==> src/rtl/acc_tx_port.sv <==
// 8N1 serial transmitter on the accumulator read side, with a one-entry
// holding buffer so a second output request can be queued behind the frame in flight.
module acc_tx_port #(
    parameter int CLKS_PER_BIT = 16
) (
    input  logic       clk,
    input  logic       reset,
    input  logic       tx_start,
    input  logic [7:0] tx_data,
    output logic       txd,
    output logic       tx_busy,
    output logic       tx_ready,
    output logic       tx_done,
    output logic       overrun
);

    localparam int BW = (CLKS_PER_BIT > 1) ? $clog2(CLKS_PER_BIT) : 1;
    localparam logic [BW-1:0] BAUD_LAST = BW'(CLKS_PER_BIT - 1);

    typedef enum logic [1:0] {IDLE, START, DATA, STOP} state_t;

    state_t        state;
    state_t        state_nxt;
    logic [BW-1:0] baud;
    logic [2:0]    bit_idx;
    logic [7:0]    shifter;
    logic [7:0]    buf_data;
    logic          buf_valid;
    logic          bit_end;
    logic          load_direct;
    logic          load_buf;
    logic          shift;
    logic          capture;
    logic          drop;

    always_comb begin
        state_nxt   = state;
        load_direct = 1'b0;
        load_buf    = 1'b0;
        shift       = 1'b0;
        bit_end     = (baud == BAUD_LAST);
        case (state)
            IDLE: begin
                if (tx_start) begin
                    state_nxt   = START;
                    load_direct = 1'b1;
                end
            end
            START: begin
                if (bit_end) state_nxt = DATA;
            end
            DATA: begin
                if (bit_end) begin
                    shift = 1'b1;
                    if (bit_idx == 3'd7) state_nxt = STOP;
                end
            end
            STOP: begin
                // A pending buffered byte wins; otherwise a request landing in the
                // final stop cycle goes straight to the shifter so there is no idle gap.
                if (bit_end) begin
                    if (buf_valid) begin
                        state_nxt = START;
                        load_buf  = 1'b1;
                    end else if (tx_start) begin
                        state_nxt   = START;
                        load_direct = 1'b1;
                    end else begin
                        state_nxt = IDLE;
                    end
                end
            end
            default: state_nxt = IDLE;
        endcase
        drop    = tx_start && buf_valid;
        capture = tx_start && !buf_valid && !load_direct;
    end

    always_ff @(posedge clk or posedge reset) begin
        if (reset) begin
            state     <= IDLE;
            baud      <= '0;
            bit_idx   <= 3'd0;
            buf_valid <= 1'b0;
            overrun   <= 1'b0;
        end else begin
            state   <= state_nxt;
            overrun <= drop;
            if (state == IDLE || bit_end) baud <= '0;
            else                          baud <= baud + BW'(1);
            if (state == START)           bit_idx <= 3'd0;
            else if (shift)               bit_idx <= bit_idx + 3'd1;
            if (load_buf)                 buf_valid <= 1'b0;
            else if (capture)             buf_valid <= 1'b1;
        end
    end

    // Byte storage carries no reset; buf_valid alone decides whether buf_data matters.
    always_ff @(posedge clk) begin
        if (load_direct)   shifter <= tx_data;
        else if (load_buf) shifter <= buf_data;
        else if (shift)    shifter <= {1'b0, shifter[7:1]};
        if (capture)       buf_data <= tx_data;
    end

    always_comb begin
        txd = 1'b1;
        if (state == START)     txd = 1'b0;
        else if (state == DATA) txd = shifter[0];
    end

    assign tx_busy  = (state != IDLE);
    assign tx_ready = !buf_valid;
    assign tx_done  = (state == STOP) && bit_end;

endmodule
==> config.mk <==
export PLATFORM = sky130hd
export DESIGN_NAME = acc_tx_port
export DESIGN_NICKNAME = d
export VERILOG_FILES = /design/src/rtl/acc_tx_port.sv
export SDC_FILE = /design/constraint.sdc
export NUM_CORES = 1
export LEC_CHECK = 0
export ABC_AREA = 0
export BUFFER_PORTS_ARGS = -buffer_cell sky130_fd_sc_hd__buf_2
export CAP_MARGIN = 20
export CELL_PAD_IN_SITES_DETAIL_PLACEMENT = 1
export CELL_PAD_IN_SITES_GLOBAL_PLACEMENT = 1
export CORE_ASPECT_RATIO = 1.5
export CORE_MARGIN = 8
export CORE_UTILIZATION = 40
export DETAILED_ROUTE_END_ITERATION = 16
export PLACE_DENSITY = 0.75
export SYNTH_ARGS = -nofsm -noshare
export SYNTH_HDL_FRONTEND = slang
export SYNTH_SLANG_ARGS = --single-unit
==> constraint.sdc <==
create_clock -name clk -period 1.85 [get_ports clk]
set_input_delay 0.185 -clock clk [delete_from_list [all_inputs] [get_ports clk]]
set_output_delay 0.185 -clock clk [all_outputs]
set_load 0.005 [all_outputs]
==> results of run 1 <==
-- final cells by class --
cell class / instances / area (µm²) / share of cell area
timing repair buffer: 33 / 237.7 / 0.1289
clock buffer: 4 / 45.04 / 0.02442
inverter: 11 / 42.54 / 0.02307
multi-input combinational: 86 / 709.4 / 0.3847
sequential: 27 / 755.7 / 0.4098
tap: 43 / 53.80 / 0.02917
-- synth_stat cells (all sizes together), types with 2 or more instances --
master  instances  area, µm²
edfxtp         16      480.5
dfrtp          11      275.3
inv            10      37.54
nor2            9      33.78
ha              8      100.1
mux2i           8      80.08
a22oi           7      52.55
a311oi          7      61.31
nor2b           7      43.79
a21oi           5      25.02
buf             5      40.04
nand2           4      15.01
nand2b          3      18.77
o211ai          3      27.52
o21ai           3      15.01
and3            2      12.51
nand3           2      10.01
nand4           2      18.77
nor3            2      10.01
nor3b           2      26.28
-- flip-flops by register name (all words and copies together), names as in the netlist --
| name | count |
|---|---|
| buf_data | 8 |
| shifter | 8 |
| baud | 4 |
| bit_idx | 3 |
| state | 2 |
| buf_valid | 1 |
| overrun | 1 |
-- layer usage --
layer,global-route usage,vias up,part of all wire
li1,-,544,-
met1,0.1296,561,0.38
met2,0.2400,16,0.58
met3,0.02360,4,0.023
met4,0.03839,0,0.0093
met5,0,-,0
-- cell families (layout without fill, tap and decap cells) --
kind of cell / after synthesis / count (layout) / share of synthesized area
XOR/XNOR: 2 / 2 / 0.01178
buffers and inverters: 17 / 48 / 0.05803
flip-flops: 27 / 27 / 0.5080
AO/OA/AOI/OAI: 30 / 30 / 0.1505
AND/OR/NAND/NOR: 36 / 37 / 0.1430
multiplexers: 9 / 9 / 0.06140
adder cells (fa/ha/maj): 8 / 8 / 0.06729
-- repair_timing --
item / in CTS / in global routing
hold buffers: 1 / 0
setup buffers: 0 / 1
pin swaps: 0 / 4
gates resized for setup: 2 / 10
setup endpoints to repair: 10 / 23
hold endpoints to repair: 11 / 0
cloned: 0 / 1
-- per-stage QoR --
step / cell area (µm²) / instances / TNS, ns / hold slack (ns)
2_1_floorplan: 1488 / 129 / 0 / 0.03744
3_3_place_gp: 1718 / 197 / 0 / 0.1929
3_5_place_dp: 1718 / 197 / -0.4215 / 0.2317
4_1_cts: 1780 / 202 / 0 / 0.09066
5_1_grt: 1844 / 204 / -0.02724 / 0.08209
6_report: 1844 / 204 / 0 / 0.09442
-- power by group --
| part | internal (mW) | switching [mW] |
|---|---|---|
| clock | 0.154 | 0.187 |
| combinational | 0.0115 | 0.0135 |
| sequential | 0.636 | 0.000215 |
| total | 0.802 | 0.200 |
-- final timing paths --
kind	from	to	slack [ns]	depth (start not counted)
min in group asynchronous	reset	baud[3]	0.45	3
worst min register to register	baud[0]	baud[0]	0.51	1
max in group asynchronous	reset	state[1]	1.10	3
worst max-delay path	state[0]	shifter[2]	0.04	7
worst max register to register	state[0]	shifter[2]	0.04	7
worst min-delay path	tx_data[4]	buf_data[4]	0.09	1
-- worst register-to-register path, cell delays in order (launching register included) --
cell and delay, ns:
sky130_fd_sc_hd__dfrtp_1 0.41, sky130_fd_sc_hd__buf_4 0.15, sky130_fd_sc_hd__ha_2 0.19, sky130_fd_sc_hd__nand4_2 0.11
sky130_fd_sc_hd__clkinv_2 0.10, sky130_fd_sc_hd__buf_12 0.17, sky130_fd_sc_hd__a311oi_1 0.29, sky130_fd_sc_hd__a22oi_1 0.14
==> results.yml, run 1 <==
outcome:
  run_status: "complete, no violations"
sta:
  layout_min_cycle_time_ns: 1.807
  timing.max_slew.rel_slack: 0.6810
  setup_viol_count_final: 0
  drv_slew: 0
  setup_repair_after_global_routing_missed_its_margin: "yes"
  final-hold-violation-count: 0
  fin_worst_skew_ns: 0.005001
  tightestPinTransition_ns: 0.4784
  max_freq_mhz: 553.4
  final.period_utilization: 0.9767
  final_setup_slack_of_the_worst_path_ns: 0.04307
worst_hold_path:
  hold_path.class: "in -> reg"
cells_and_area:
  final_common_cell: "sky130_fd_sc_hd__edfxtp_1"
  syn_to_final_growth_pct: 23.97
  layout.filler_cells: 391
  final_util: 0.5102
  layout.nets: 181
  antenna-diode-count: 0
  layout.cells.most_common_list: "sky130_fd_sc_hd__edfxtp_1, sky130_fd_sc_hd__buf_2, sky130_fd_sc_hd__buf_4"
  final_layout_size_suffix_gt1_frac: 0.3106
placement:
  place_hpwl_um: 2742
  worst_setup_slack_before_clock_tree_synthesis_ns: -0.06289
  globalplace.congestion: 0.7406
  placement.io_buffers: 15
global_route:
  grt_use_total: 0.1263
  grt-ovfl-total: 0
  grt_max_degree: 17
  grt_antenna_before_repair: 0
  via_count_of_the_first_global_routing_pass: 1273
  first_pass_grt_wire_length_um: 5906
setup_path:
  crit_chain: "buf_4 > ha_2 > nand4_2 > clkinv_2 > buf_12 > a311oi_1 > a22oi_1"
  critPathLaunchType: "flip-flop"
  critPathSlowestCell: "sky130_fd_sc_hd__dfrtp_1"
  path_delay_family: "compound AO/OA/AOI/OAI gates"
  timing.critical_path.slowest_cell_delay_ns: 0.41
  worstPathRequired_ns: 1.87
  crit_fanout: 16
  critPathCaptureType: "flip-flop"
  arrival_ns: 1.82
  critPathBufInv: 3
  critical_path_class: "reg -> reg"
synth:
  yosys_most_used_dff: "sky130_fd_sc_hd__edfxtp_1"
  ys.warnings.count: 0
  synth.cell_area_um2: 1488
  number_of_unique_standard_cell_types_used_by_synthesis: 38
  net_count_synth: 148
  synth_cells: 129
  number_of_flops_mapped_to_enable_cells_by_yosys: 16
  synthArstFlopShare: 0.4074
  postSynthAreaPerCell_um2: 11.53
  synth-seq-area-share: 0.5080
  synth_seq_cells: 27
power_and_ir_drop:
  power.total_mw: 1.003
  leakagePower_nw: 0.7543
  vdd_ir_drop_max_uv: 355.5
  power_density_nw_per_um2: 543.6
floorplanning:
  die_width_um: 65.80
  ios: 16
  initial_core_util: 0.4116
  rows: 27
  floorplan.core_area_um2: 3615
  design.die.area_um2: 5967
  height_of_the_die_um: 90.69
clocking:
  cts_buffer_depth: 2
  clock_latency_ns: 0.27
  cts_root_buffer: "sky130_fd_sc_hd__clkbuf_8"
  clock_sink_count: 27
  numCtsBuffers: 3
  tritoncts: "done"
  worst_setup_hold_path_clk_slew_ns: 0.10
  htreeDepth: 1
drt:
  detailroute.via_count: 1125
  routed_wire_length_per_instance_um: 17.88
  route.antenna.remaining_nets: 0
  route.final.wire_length_um: 3647
  detailedRoute.firstPassIterationCount: 4
  initialDrtViolationCount: 24
  via_per_inst: 5.515
  post-route-drc-count: 0
job:
  drv.max_cap_violation_count: 0
Note: power is estimated with default switching activity, not from simulation.
==> run 2: changes to the inputs <==
- CORE_ASPECT_RATIO: 1.5 -> 1.1
==> results.yml, run 2 (synthesized netlist as in run 1, its figures left out) <==
outcome:
  run_status: "complete, no violations"
placement:
  globalplace.congestion: 0.7763
  placement.io_buffers: 15
  place_hpwl_um: 2627
drt:
  post-route-drc-count: 0
  routed_wire_length_per_instance_um: 17.17
  detailroute.via_count: 1112
  route.antenna.remaining_nets: 0
  via_per_inst: 5.295
  initialDrtViolationCount: 31
  detailedRoute.firstPassIterationCount: 3
  route.final.wire_length_um: 3606
cells_and_area:
  syn_to_final_growth_pct: 23.72
  antenna-diode-count: 0
  area.sequential_um2: 757.0
  layout.filler_cells: 399
  multiInputGateArea_um2: 696.9
  final_common_cell: "sky130_fd_sc_hd__edfxtp_1"
  layout.nets: 180
  final_util: 0.5117
  final_layout_size_suffix_gt1_frac: 0.3188
  layout_top_registers: "buf_data (8), shifter (8), baud (4)"
  layout.cells.most_common_list: "sky130_fd_sc_hd__edfxtp_1, sky130_fd_sc_hd__buf_2, sky130_fd_sc_hd__buf_4"
global_route:
  grt_antenna_before_repair: 0
  via_count_of_the_first_global_routing_pass: 1198
  grt_use_total: 0.1291
  grt-ovfl-total: 0
  grt_max_degree: 18
  first_pass_grt_wire_length_um: 5823
setup_path:
  arrival_ns: 1.80
  critPathLaunchType: "flip-flop"
  critical_path_class: "reg -> reg"
  worstPathRequired_ns: 1.88
  crit_fanout: 17
  critPathCaptureType: "flip-flop"
power_and_ir_drop:
  power.switching_fraction: 0.2077
  leakagePower_nw: 0.7440
  p_clk_frac: 0.345
  power_density_nw_per_um2: 549.4
  switching_power_summed_over_all_nets_mw: 0.2100
  seq_power_share: 0.630
  vdd_ir_drop_max_uv: 388.2
  intPower_mw: 0.8011
  power_frac_comb: 0.025
sta:
  final-hold-violation-count: 0
  fin_worst_hold_slack_ns: 0.09346
  layout_min_cycle_time_ns: 1.771
  max_freq_mhz: 564.6
  tightestPinTransition_ns: 0.4193
  final.period_utilization: 0.9574
  setup_tns_ns: 0
  fin_worst_skew_ns: 0.002615
  drv_slew: 0
  setup_viol_count_final: 0
  timing.max_slew.rel_slack: 0.7201
worst_hold_path:
  hold_path.class: "in -> reg"
job:
  drv.max_cap_violation_count: 0
clocking:
  worst_setup_hold_path_clk_slew_ns: 0.10
  cts_root_buffer: "sky130_fd_sc_hd__clkbuf_8"
  htreeDepth: 1
  tritoncts: "done"
  cts_buffer_depth: 2
  clock_latency_ns: 0.28
  clock_sink_count: 27
  numCtsBuffers: 3
floorplanning:
  design.die.area_um2: 5929
  rows: 23
  initial_core_util: 0.4136
  die_width_um: 74.15
  ios: 16
  floorplan.core_area_um2: 3597
  height_of_the_die_um: 79.96
[run 2: cell types whose count changed in the layout (fill, tap and decap cells not counted), sizes merged]
cell,change
clkinvlp,+1
and3b,-1
clkbuf,-1
[run 2: final cells by class]
cell class / count / area share
Sequential cell: 27 / 0.4113
Clock buffer: 3 / 0.02243
Tap cell: 50 / 0.03399
Clock inverter: 1 / 0.004079
Inverter: 11 / 0.02311
Timing Repair Buffer: 33 / 0.1264
Multi-Input combinational cell: 85 / 0.3787
[run 2: final timing paths]
check / depth (start not counted) / to / slack, ns / from
worst max-delay path: 7 / shifter[6] / 0.08 / state[1]
worst min-delay path: 1 / buf_data[6] / 0.09 / tx_data[6]
worst max register to register: 7 / shifter[6] / 0.08 / state[1]
worst min register to register: 1 / baud[0] / 0.50 / baud[0]
max in group asynchronous: 3 / state[0] / 1.10 / reset
min in group asynchronous: 3 / baud[3] / 0.44 / reset
[run 2: layer usage]
layer	up-vias	track usage	routed length, µm
li1	540	-	-
met2	14	0.2333	1941
met3	5	0.02387	98
met5	-	0	0
met1	553	0.1395	1506
met4	0	0.06000	60
[run 2: power by group through the flow]
stage               Sequential, mW  Combinational, mW  Clock, mW
CTS                          0.637             0.0260      0.366
finish                       0.636             0.0255      0.349
global route                 0.637             0.0286      0.384
detailed placement           0.650             0.0243          0
floorplan                    0.650            0.00628          0
global placement             0.650             0.0235          0
[run 2: timing repair]
| action | in CTS | in global routing |
|---|---|---|
| pin swaps | 1 | 2 |
| setup endpoints to repair | 7 | 25 |
| setup buffers | 1 | 1 |
| gates resized for setup | 2 | 10 |
| hold buffers | 1 | 0 |
| endpoints found under the hold margin | 11 | 0 |
| cloned | 0 | 0 |
[run 2: critical path, stage by stage, from the launching register on]
cell and delay, ns:
sky130_fd_sc_hd__dfrtp_1 0.39, sky130_fd_sc_hd__buf_4 0.14, sky130_fd_sc_hd__ha_1 0.21, sky130_fd_sc_hd__nand4_2 0.12, sky130_fd_sc_hd__clkinv_2 0.07, sky130_fd_sc_hd__buf_6 0.17, sky130_fd_sc_hd__a311oi_2 0.30, sky130_fd_sc_hd__a22oi_1 0.12
[run 2: stage by stage]
step	instances	setup slack [ns]	instance area (µm²)	power, mW
6_report	210	0.07878	1841	1.011
4_1_cts	209	0.005556	1792	1.029
3_5_place_dp	203	-0.06320	1694	0.6740
3_3_place_gp	203	0.04919	1694	0.6732
2_1_floorplan	129	0.02202	1488	0.6562
5_1_grt	210	-0.01914	1841	1.049
==> run 3: changes to the inputs <==
- ABC_AREA: 0 -> 1
- CORE_UTILIZATION: 40 -> 39
- PLACE_DENSITY: 0.75 -> 0.76
==> results.yml, run 3 <==
cells_and_area:
  layout.nets: 193
  multiInputGateArea_um2: 560.5
  antenna-diode-count: 0
  final_layout_size_suffix_gt1_frac: 0.2254
  layout.cells.most_common_list: "sky130_fd_sc_hd__nand2_1, sky130_fd_sc_hd__edfxtp_1, sky130_fd_sc_hd__buf_2"
  area.sequential_um2: 755.7
  finish.instance_area_um2: 1622
  layout_top_registers: "buf_data (8), shifter (8), baud (4)"
  final_common_cell: "sky130_fd_sc_hd__nand2_1"
  layout.filler_cells: 423
  syn_to_final_growth_pct: 15.20
setup_path:
  critPathLaunchType: "flip-flop"
  critPathSlowestCell: "sky130_fd_sc_hd__dfrtp_1"
  critical_path.endpoint: "shifter[0]"
  worstRegToRegCells: 7
  worst_r2r_endpoint: "shifter[0]"
  critPathBufInv: 2
  worstPathRequired_ns: 1.86
  path_delay_family: "simple AND/OR/NAND/NOR gates"
  timing.critical_path.slowest_cell_delay_ns: 0.39
  critPathMostFrequentCell: "sky130_fd_sc_hd__buf_4"
  crit_cells: 7
  reg2reg_slack_ns: 0.12
  crit_fanout: 10
  crit_chain: "ha_1 > nand2_2 > nor2_4 > buf_4 > nand3_4 > nand3_1 > buf_4"
  arrival_ns: 1.74
  critical_path_class: "reg -> reg"
  critPathCaptureType: "flip-flop"
  crit_path_start: "baud[0]"
  rr_startpoint: "baud[0]"
clocking:
  numCtsBuffers: 3
  cts_buffer_depth: 2
  cts_root_buffer: "sky130_fd_sc_hd__clkbuf_8"
  clock_sink_count: 27
  htreeDepth: 1
  worst_setup_hold_path_clk_slew_ns: 0.10
  clock_latency_ns: 0.29
  cts_setup_buffers: 0
  tritoncts: "done"
floorplanning:
  ios: 16
  floorplan.core_area_um2: 3540
  height_of_the_die_um: 79.01
  initial_core_util: 0.3977
  rows: 23
  die_width_um: 73.28
  design.die.area_um2: 5790
power_and_ir_drop:
  power.total_mw: 2.012
  power_frac_comb: 0.397
  leakagePower_nw: 0.8126
  switching_power_summed_over_all_nets_mw: 0.7906
  intPower_mw: 1.221
  seq_power_share: 0.424
  power_density_nw_per_um2: 1241
  vdd_ir_drop_max_uv: 433.1
  power.switching_fraction: 0.3929
  p_clk_frac: 0.179
drt:
  route.met3.wl_um: 115
  detailroute.via_count: 1086
  routed_wire_length_per_instance_um: 14.34
  detailedRoute.firstPassIterationCount: 4
  route.antenna.remaining_nets: 0
  post-route-drc-count: 0
  route.final.wire_length_um: 3197
  top_layer_used: "met4"
  met2_length_um: 1778
  via_per_inst: 4.870
  m1WireLength_um: 1252
  initialDrtViolationCount: 25
outcome:
  run_status: "complete, no violations"
sta:
  tightestPinTransition_ns: 0.4411
  final-hold-violation-count: 0
  fin_worst_skew_ns: 0.002803
  setup_tns_ns: 0
  final_setup_slack_of_the_worst_path_ns: 0.1183
  layout_min_cycle_time_ns: 1.732
  max_freq_mhz: 577.5
  setup_repair_after_global_routing_missed_its_margin: "no"
  fin_worst_hold_slack_ns: 0.08072
  setup_viol_count_final: 0
  final.period_utilization: 0.9361
  drv_slew: 0
  timing.max_slew.rel_slack: 0.7056
global_route:
  grt_use_total: 0.1230
  grt_antenna_before_repair: 0
  first_pass_grt_wire_length_um: 5478
  grt_max_degree: 17
  via_count_of_the_first_global_routing_pass: 1233
  grt-ovfl-total: 0
placement:
  worst_setup_slack_before_clock_tree_synthesis_ns: 0.006859
  place_hpwl_um: 2480
  globalplace.congestion: 0.8319
  placement.io_buffers: 15
  post_dp_cell_area_um2: 1560
synth:
  synth-seq-area-share: 0.5369
  leading_cell_types_by_count_after_synthesis: "sky130_fd_sc_hd__nand2_1, sky130_fd_sc_hd__edfxtp_1, sky130_fd_sc_hd__inv_1, sky130_fd_sc_hd__nand3_1"
  postSynthAreaPerCell_um2: 9.384
  synthArstFlopShare: 0.4074
  synthTopCellsByArea: "sky130_fd_sc_hd__edfxtp_1, sky130_fd_sc_hd__dfrtp_1, sky130_fd_sc_hd__nand2_1"
  fraction_of_synthesized_cell_area_taken_by_the_top_area_cell_type: 0.3413
  number_of_unique_standard_cell_types_used_by_synthesis: 23
  yosys.area.top_type: "sky130_fd_sc_hd__edfxtp_1"
  synth_seq_cells: 27
  net_count_synth: 169
  synth_cells: 150
  ys.warnings.count: 0
  yosys_most_used_dff: "sky130_fd_sc_hd__edfxtp_1"
  synthMostInstantiatedCell: "sky130_fd_sc_hd__nand2_1"
  synth.cell_area_um2: 1408
  number_of_flops_mapped_to_enable_cells_by_yosys: 16
job:
  drv.max_cap_violation_count: 0
worst_hold_path:
  hold_path.class: "in -> reg"
  hp-start: "tx_data[6]"
run 3: changes by cell type after synthesis, moves of 4 or more:
cell	delta
sky130_fd_sc_hd__a22oi_1	-7
sky130_fd_sc_hd__buf_2	-4
sky130_fd_sc_hd__nor2b_1	-7
sky130_fd_sc_hd__nand2_1	+44
sky130_fd_sc_hd__nand4_1	+6
sky130_fd_sc_hd__mux2i_1	-8
sky130_fd_sc_hd__nand3_1	+11
sky130_fd_sc_hd__a311oi_1	-7
run 3: final cells by class:
cell class,instances,share of cell area
tap,50,0.03858
inverter,17,0.03935
sequential,27,0.4660
multi-input combinational,103,0.3457
clock inverter,1,0.004630
timing repair buffer,22,0.08025
clock buffer,3,0.02546
run 3: worst register-to-register path, delay by kind of cell (launching register included):
family / cells / cell delay [ns]
adder cells (fa/ha/maj): 1 / 0.19
buffers and inverters: 2 / 0.37
flip-flops: 1 / 0.39
AND/OR/NAND/NOR: 4 / 0.50
run 3: logic make-up (layout without fill, tap and decap cells):
| family | count (synthesis) | after routing | share of synthesized area |
|---|---|---|---|
| AND/OR/NAND/NOR | 87 | 87 | 0.2924 |
| flip-flops | 27 | 27 | 0.5369 |
| buffers and inverters | 20 | 43 | 0.06667 |
| adder cells (fa/ha/maj) | 8 | 8 | 0.07111 |
| AO/OA/AOI/OAI | 7 | 7 | 0.02666 |
| XOR/XNOR | 1 | 1 | 0.006223 |
run 3: power by group through the flow:
stage | Combinational (mW) | Sequential [mW] | Clock, mW
3_5_place_dp | 0.802 | 0.865 | 0
3_3_place_gp | 0.759 | 0.852 | 0
6_report | 0.799 | 0.853 | 0.360
2_1_floorplan | 0.536 | 0.844 | 0
5_1_grt | 0.915 | 0.866 | 0.384
4_1_cts | 0.811 | 0.850 | 0.368
run 3: routing by layer:
metal / vias up / GRT usage
met4: 0 / 0.04810
met5: - / 0
met2: 19 / 0.2408
li1: 532 / -
met3: 5 / 0.02771
met1: 530 / 0.1191
run 3: worst min path at each step:
stage	endpoint	slack, ns	depth (start not counted)
final	buf_data[6]	0.08	1
after global routing	buf_data[6]	0.08	1
after CTS	buf_data[2]	0.07	1
after detailed placement	baud[3]	0.21	2
after global placement	baud[3]	0.21	2
after floorplan	baud[0]	0.04	1
run 3: repair_timing:
action                                  in CTS  in global routing
endpoints found under the setup margin       2                 16
hold buffers                                 1                  0
hold endpoints to repair                    11                  0
gates resized for setup                      1                  3
run 3: metrics by stage:
step	util	std cells
after floorplan	-	150
after detailed placement	0.4408	218
after CTS	0.4574	223
after global routing	0.4581	223
after global placement	0.4408	218
final	0.4581	223
